==> src/rtl/ext_pattern_fill.sv <==
// Counted stream generator between streamer read and write ports:
// pass-through, byte fill, 32-bit word fill or incrementing 32-bit sequence.
module ext_pattern_fill #(
   parameter int unsigned DataWidth  = 512,
   parameter int unsigned UserCsrNum = 3,
   parameter int unsigned CntWidth   = 32
) (
   input  logic                 clk_i,
   input  logic                 rst_ni,
   output logic                 ext_data_i_ready,
   input  logic                 ext_data_i_valid,
   input  logic [DataWidth-1:0] ext_data_i_bits,
   input  logic                 ext_data_o_ready,
   output logic                 ext_data_o_valid,
   output logic [DataWidth-1:0] ext_data_o_bits,
   input  logic [31:0]          ext_csr_i_0,
   input  logic [31:0]          ext_csr_i_1,
   input  logic [31:0]          ext_csr_i_2,
   input  logic                 ext_start_i,
   output logic                 ext_busy_o
);

   localparam int unsigned Lanes = DataWidth / 32;
   localparam int unsigned Bytes = DataWidth / 8;

   // Parameter sanity checks at elaboration
   if (UserCsrNum != 3) begin : g_bad_csr_num
      $error("ext_pattern_fill: UserCsrNum must be 3");
   end
   if ((DataWidth < 32) || ((DataWidth % 32) != 0)) begin : g_bad_width
      $error("ext_pattern_fill: DataWidth must be a multiple of 32 and >= 32");
   end

   typedef enum logic {
      ST_IDLE = 1'b0,
      ST_RUN  = 1'b1
   } state_e;

   state_e              state_q, state_d;
   logic [CntWidth-1:0] remaining_q, remaining_d;
   logic [1:0]          mode_q, mode_d;
   logic [7:0]          fill_q, fill_d;
   logic [31:0]         pattern_q, pattern_d;
   logic [31:0]         lane_base_q, lane_base_d;
   logic                run;
   logic                xfer;

   // CSR bits that carry no meaning for this block
   logic unused_csr;
   assign unused_csr = ^{ext_csr_i_0[31:16], ext_csr_i_0[7:2], ext_csr_i_2};

   // State and latched run parameters; synchronous active-low reset
   always_ff @(posedge clk_i) begin
      if (!rst_ni) begin
         state_q     <= ST_IDLE;
         remaining_q <= '0;
         mode_q      <= '0;
         fill_q      <= '0;
         pattern_q   <= '0;
         lane_base_q <= '0;
      end else begin
         state_q     <= state_d;
         remaining_q <= remaining_d;
         mode_q      <= mode_d;
         fill_q      <= fill_d;
         pattern_q   <= pattern_d;
         lane_base_q <= lane_base_d;
      end
   end

   // Next-state, run bookkeeping, handshake and generated beat
   always_comb begin
      state_d          = state_q;
      remaining_d      = remaining_q;
      mode_d           = mode_q;
      fill_d           = fill_q;
      pattern_d        = pattern_q;
      lane_base_d      = lane_base_q;
      run              = (state_q == ST_RUN);
      xfer             = run && ext_data_i_valid && ext_data_o_ready;
      ext_busy_o       = run;
      ext_data_o_valid = run && ext_data_i_valid;
      ext_data_i_ready = run && ext_data_o_ready;
      ext_data_o_bits  = '0;

      unique case (state_q)
         ST_IDLE: begin
            // A zero-length request is dropped without ever going busy
            if (ext_start_i && (ext_csr_i_2[CntWidth-1:0] != '0)) begin
               mode_d      = ext_csr_i_0[1:0];
               fill_d      = ext_csr_i_0[15:8];
               pattern_d   = ext_csr_i_1;
               lane_base_d = ext_csr_i_1;
               remaining_d = ext_csr_i_2[CntWidth-1:0];
               state_d     = ST_RUN;
            end
         end
         ST_RUN: begin
            // Exit on the last beat, so the counter never wraps below zero
            if (xfer) begin
               remaining_d = remaining_q - CntWidth'(1);
               lane_base_d = lane_base_q + 32'(Lanes);
               if (remaining_q == CntWidth'(1)) begin
                  state_d = ST_IDLE;
               end
            end
         end
         default: state_d = ST_IDLE;
      endcase

      if (run) begin
         unique case (mode_q)
            2'd0: ext_data_o_bits = ext_data_i_bits;
            2'd1: begin
               for (int unsigned b = 0; b < Bytes; b++) begin
                  ext_data_o_bits[b*8 +: 8] = fill_q;
               end
            end
            2'd2: begin
               for (int unsigned k = 0; k < Lanes; k++) begin
                  ext_data_o_bits[k*32 +: 32] = pattern_q;
               end
            end
            default: begin
               for (int unsigned k = 0; k < Lanes; k++) begin
                  ext_data_o_bits[k*32 +: 32] = lane_base_q + 32'(k);
               end
            end
         endcase
      end
   end

endmodule

==> config.mk <==
export PLATFORM = sky130hd
export DESIGN_NAME = ext_pattern_fill
export DESIGN_NICKNAME = d
export VERILOG_FILES = /design/src/rtl/ext_pattern_fill.sv
export SDC_FILE = /design/constraint.sdc
export NUM_CORES = 1
export LEC_CHECK = 0
export CORE_AREA = 2 2 443 445
export CTS_BUF_LIST = sky130_fd_sc_hd__clkbuf_8
export DETAILED_ROUTE_END_ITERATION = 8
export DIE_AREA = 0 0 445 447
export GPL_TIMING_DRIVEN = 0
export PLACE_DENSITY = 0.37
export SLEW_MARGIN = 30
export SYNTH_ARGS = -nofsm -noshare
export SYNTH_HDL_FRONTEND = slang
export SYNTH_SLANG_ARGS = --single-unit
==> constraint.sdc <==
create_clock -name clk_i -period 8.6 [get_ports clk_i]
set_clock_uncertainty 0.05 [all_clocks]
set_input_delay 0.86 -clock clk_i [delete_from_list [all_inputs] [get_ports clk_i]]
set_output_delay 0.86 -clock clk_i [all_outputs]
set_load 0.005 [all_outputs]
; ---- Yosys cells after proc, flatten, opt, wreduce, memory -nomap -nowiden
; Index checks and enable logic that the tools add are counted.
[classes]
n_addsub = 17
n_eq_ne = 5
mux = 12
bitwise_logic = 1
n_reduce_logical = 8
[op_table]
columns = cell, count
row1 = 512-bit case mux with 3 select lines, 1
row2 = 512-bit 2-to-1 mux, 1
row3 = "32-bit by 4-bit adder with 32-bit output, second input constant", 8
row4 = "32-bit by 3-bit adder with 32-bit output, second input constant", 4
row5 = 32-bit 2-to-1 mux, 4
row6 = 32-bit case mux with 2 select lines, 2
row7 = "32-bit by 2-bit adder with 32-bit output, second input constant", 2
row8 = "32-bit by 1-bit adder with 32-bit output, second input constant", 1
row9 = "32-bit by 5-bit adder with 32-bit output, second input constant", 1
row10 = "32-bit by 1-bit equality test with 1-bit output, second input constant", 1
row11 = 32-bit nonzero test, 1
row12 = "32-bit by 1-bit subtractor with 32-bit output, second input constant", 1
row13 = 1-bit logical AND, 4
row14 = 2-bit AND reduction, 2
row15 = 1-bit 2-to-1 mux, 3
row16 = "2-bit by 1-bit equality test with 1-bit output, second input constant", 1
row17 = "2-bit equality test, second input constant", 1
row18 = 2-bit zero test, 1
row19 = "2-bit by 1-bit inequality test with 1-bit output, second input constant", 1
row20 = "2-bit inequality test, second input constant", 1
row21 = 1-bit case mux with 2 select lines, 1
row22 = 1-bit inverter, 1
[totals]
ff_bits = 107
in_bits = 613
output_inout_bits = 515
elab_cells = 49

; ---- Depth between registers and ports, before layout
[depth]
depth_word = 4
ltp_mapped = 11
depth_no_buf = 7

; ---- Least setup slack after synthesis
; Ideal clock, no wire load.
[synth_path]
path_kind = flip-flop to output port
from = register lane_base_q[2]
to = output port ext_data_o_bits[509]
arrival_time_ps = 2694
setup_slack_ps = 4996
path_stages_with_launch = 12
path_buffers = 4
cell_sequence = dfxtp_1 clkbuf_1 inv_1 ha_1 buf_2 a21bo_2 clkbuf_1 a21oi_1 clkbuf_1 nand3b_1 xnor2_1 a211oi_1
[synth_via]
elab_chain_cells = 3
[synth_lines]
columns = item, line_no
row1 = "start, declared", 44  ; logic [31:0] lane_base_q, lane_base_d;
row2 = "start signal, assigned", 67  ; lane_base_q <= lane_base_d;
row3 = 32-bit by 4-bit adder with 32-bit output, 126  ; ext_data_o_bits[k*32 +: 32] = lane_base_q + 32'(k);
row4 = 512-bit case mux with 3 select lines, 112  ; unique case (mode_q)
row5 = 512-bit 2-to-1 mux, 111  ; if (run) begin
row6 = "end, declared", 15  ; output logic [DataWidth-1:0] ext_data_o_bits,
; No other way between the ends.

; ---- Final worst setup path
[layout_path]
from = register lane_base_q[2]
to = output port ext_data_o_bits[484]
; The elaborated chain is that of the path after synthesis.

==> results.yml <==
timing:
  fmax_mhz: 131
  drv_slew: 0
  hold_slack_ns: 0.420
  slew_headroom_pct: 23.6
  hold_viol_final: 0
  worst_slew_pin_slew_ns: 1.14
  fin_ws_ns: 0.985
  setup_tns_ns: 0
  setup_viol: 0
  min_period_over_period_pct: 88.5
  finalCriticalPeriod_ns: 7.61
  grt_setup_unrepaired: "no"
logic_synthesis:
  synth_area_leader_cell: "xnor2_1"
  synth_cell_types: 78
  synthCells: 3425
  ys_seq_elements: 107
  syn_area_per_cell_um2: 6.13
  yosys-top-cells-area: "xnor2_1 12%, a21oi_1 11%, nand2_1 11%"
  synthFlopType: "dfxtp_1"
  ys_async_sr_fraction_pct: 0
  ys_seq_area_share_pct: 10.2
  synth_area_um2: 21000
  synth_edf_count: 0
  yosysTopAreaCellShare_pct: 12.3
  ys_warn_count: 0
  syn_nets: 4054
route:
  wl_met1_mm: 122
  drcViolationCount: 0
  viasPerCell: 5.02
  wl_met2_mm: 152
  met3_length_mm: 25.6
  finalWirelength_mm: 324
  initialDrtViolationCount: 4330
  wl_per_cell_um: 45.1
  antenna_left: 0
  top_layer_used: "met5"
  dr.pass1.iters: 6
  vias: 36100
grt:
  grt_max_degree: 17
  grt_pass1_wl_mm: 398
  antenna_found_initial: 110
  track_usage_pct: 30.9
  grt-ovfl-total: 0
  grt_pass1_vias: 34300
worst_setup_path:
  start_kind: "flop"
  cpPeakStageDelay_ns: 0.95
  cp.required_ns: 7.69
  cp.arrival_ns: 6.70
  cp_max_fo: 10
  slowest_stage: "dfxtp_1"
  crit_start: "lane_base_q[2]$_SDFFE_PN0P_"
  worstReg2RegStart: "ext_busy_o$_SDFF_PN0_"
  reg2reg_depth: 5
  r2r_end: "lane_base_q[6]$_SDFFE_PN0P_"
  crit_chain: "clkbuf_1 > inv_1 > ha_1 > clkbuf_1 > inv_2 > nor2_1 > clkbuf_2 > xnor2_1 > nand2_1 > a311oi_1 > clkdlybuf4s50_1"
  crit_top_cell: "clkbuf_1"
  endpoint: "ext_data_o_bits[484]"
  rrSetupSlack_ns: 4.96
  critPathCaptureType: "output pin"
  crit_type: "reg2out"
floorplanning:
  fp-row-count: 162
  dieArea_um2: 199000
  die_y_um: 447
  start_util_pct: 10.8
  design.portCount: 1128
  die_w_um: 445
  core_um2: 194000
placed_design:
  dp_hpwl_mm: 273
  place.gp.congestion: 0.981
  port_buffers: 1105
  dpl_worst_slack_ns: 1.73
cts:
  clock_latency_ns: 0.48
  cts_max_level: 3
  numClockSinks: 107
  clk_pin_slew_worst_paths_ns: 0.12
  cts_setup_buffers: 0
  cts-resized-gates: 0
  cts_root_buffer: "clkbuf_8"
  hold_buffers: 0
  clockBufferDepth: 2
  numCtsBuffers: 9
  cts_tree: "yes"
run:
  drv_cap: 0
run_status:
  status: "complete, no violations"
worst_hold_path:
  hold_class: "reg2reg"
layout:
  nNetsFinal: 5201
  final_common_cell: "clkdlybuf4s50_1"
  area_growth_pct: 74.8
  utilization_pct: 18.9
  final_cell_mix: "1105 x clkdlybuf4s50_1, 625 x nand2_1, 455 x a21oi_1"
  drive_above_1_share_pct: 6.75
power:
  powerDensity_nw_per_um2: 95.3
  leakage_nw: 11.6
  ir_drop_uv: 78.6
-- worst max-delay path: cells and delay by family, from the launching register on --
| family | cells | cell delay [ns] |
|---|---|---|
| buffers and inverters | 6 | 3.27 |
| AND/OR/NAND/NOR | 2 | 0.30 |
| AO/OA/AOI/OAI | 1 | 0.90 |
| flip-flops | 1 | 0.95 |
| adder cells (fa/ha/maj) | 1 | 0.33 |
| XOR/XNOR | 1 | 0.43 |
-- power by group --
part	switching, mW	internal, mW
clock	0.238	0.179
combinational	1.60	0.895
sequential	0.0523	0.532
-- kinds of logic after synthesis --
| kind of cell | Yosys count | synth area share [%] |
|---|---|---|
| flip-flops | 107 | 10.2 |
| AO/OA/AOI/OAI | 1078 | 34.3 |
| buffers and inverters | 477 | 8.94 |
| AND/OR/NAND/NOR | 1416 | 31.1 |
| XOR/XNOR | 311 | 13.0 |
| adder cells (fa/ha/maj) | 16 | 0.954 |
| multiplexers | 20 | 1.51 |
-- flip-flops by register name, summed over array words and instances, names as in the netlist --
| signal | count |
|---|---|
| pattern_q | 32 |
| fill_q | 8 |
| ext_busy_o | 1 |
| lane_base_q | 32 |
| mode_q | 2 |
| remaining_q | 32 |
-- layer usage --
layer	track usage, %	vias up
met5	0	-
met4	19.5	60
met3	7.59	556
met2	51.2	2306
met1	35.5	18300
li1	-	14800
-- worst min path at each step --
stage	to	depth (start not counted)	slack (ns)	start
after floorplan	pattern_q[0]$_SDFFE_PN0P_	2	0.39	pattern_q[0]$_SDFFE_PN0P_
after global placement	pattern_q[8]$_SDFFE_PN0P_	2	0.39	pattern_q[8]$_SDFFE_PN0P_
after detailed placement	pattern_q[26]$_SDFFE_PN0P_	2	0.40	pattern_q[26]$_SDFFE_PN0P_
after CTS	pattern_q[26]$_SDFFE_PN0P_	2	0.42	pattern_q[26]$_SDFFE_PN0P_
after global routing	remaining_q[20]$_SDFFE_PN0P_	2	0.44	remaining_q[20]$_SDFFE_PN0P_
final	pattern_q[29]$_SDFFE_PN0P_	2	0.42	pattern_q[29]$_SDFFE_PN0P_
-- through the flow --
stage	power [mW]	std cells	cell area [µm²]
CTS	3.45	7118	36500
detailed placement	3.03	7102	36300
finish	3.50	7177	36700
global placement	2.99	7072	35200
floorplan	1.40	3425	21000
global route	3.55	7156	36600
-- area by class of cell --
type	instances	area, µm²
Antenna cell	58	145
Buffer	431	1850
Clock buffer	11	151
Clock inverter	5	76.3
Fill cell	22400	157000
Inverter	46	173
Multi-Input combinational cell	2841	17300
Sequential cell	107	2140
Tap cell	2542	3180
Timing Repair Buffer	1136	11700
-- synthesized netlist by cell type (11+ instances only) --
master and n:
nand2_1 625, a21oi_1 476, clkbuf_1 335, xnor2_1 295
nor2_1 269, a221oi_1 253, nor3_1 148, dfxtp_1 107
nor4_1 95, o21ai_0 69, nand3_1 68, a211oi_1 56
buf_1 52, inv_1 39, buf_2 36, o32ai_1 36
and2_1 33, nand4_1 32, nand2b_1 27, nor2b_1 26
or3_1 22, a22oi_1 19, a21o_1 18, and3_1 17
o21a_1 17, a21boi_0 16, and4_1 16, ha_1 16
xor2_1 16, a2111oi_0 15, a311oi_1 15, a31oi_1 11
o22ai_1 11
No activity file was read; power rests on OpenSTA's default activity.
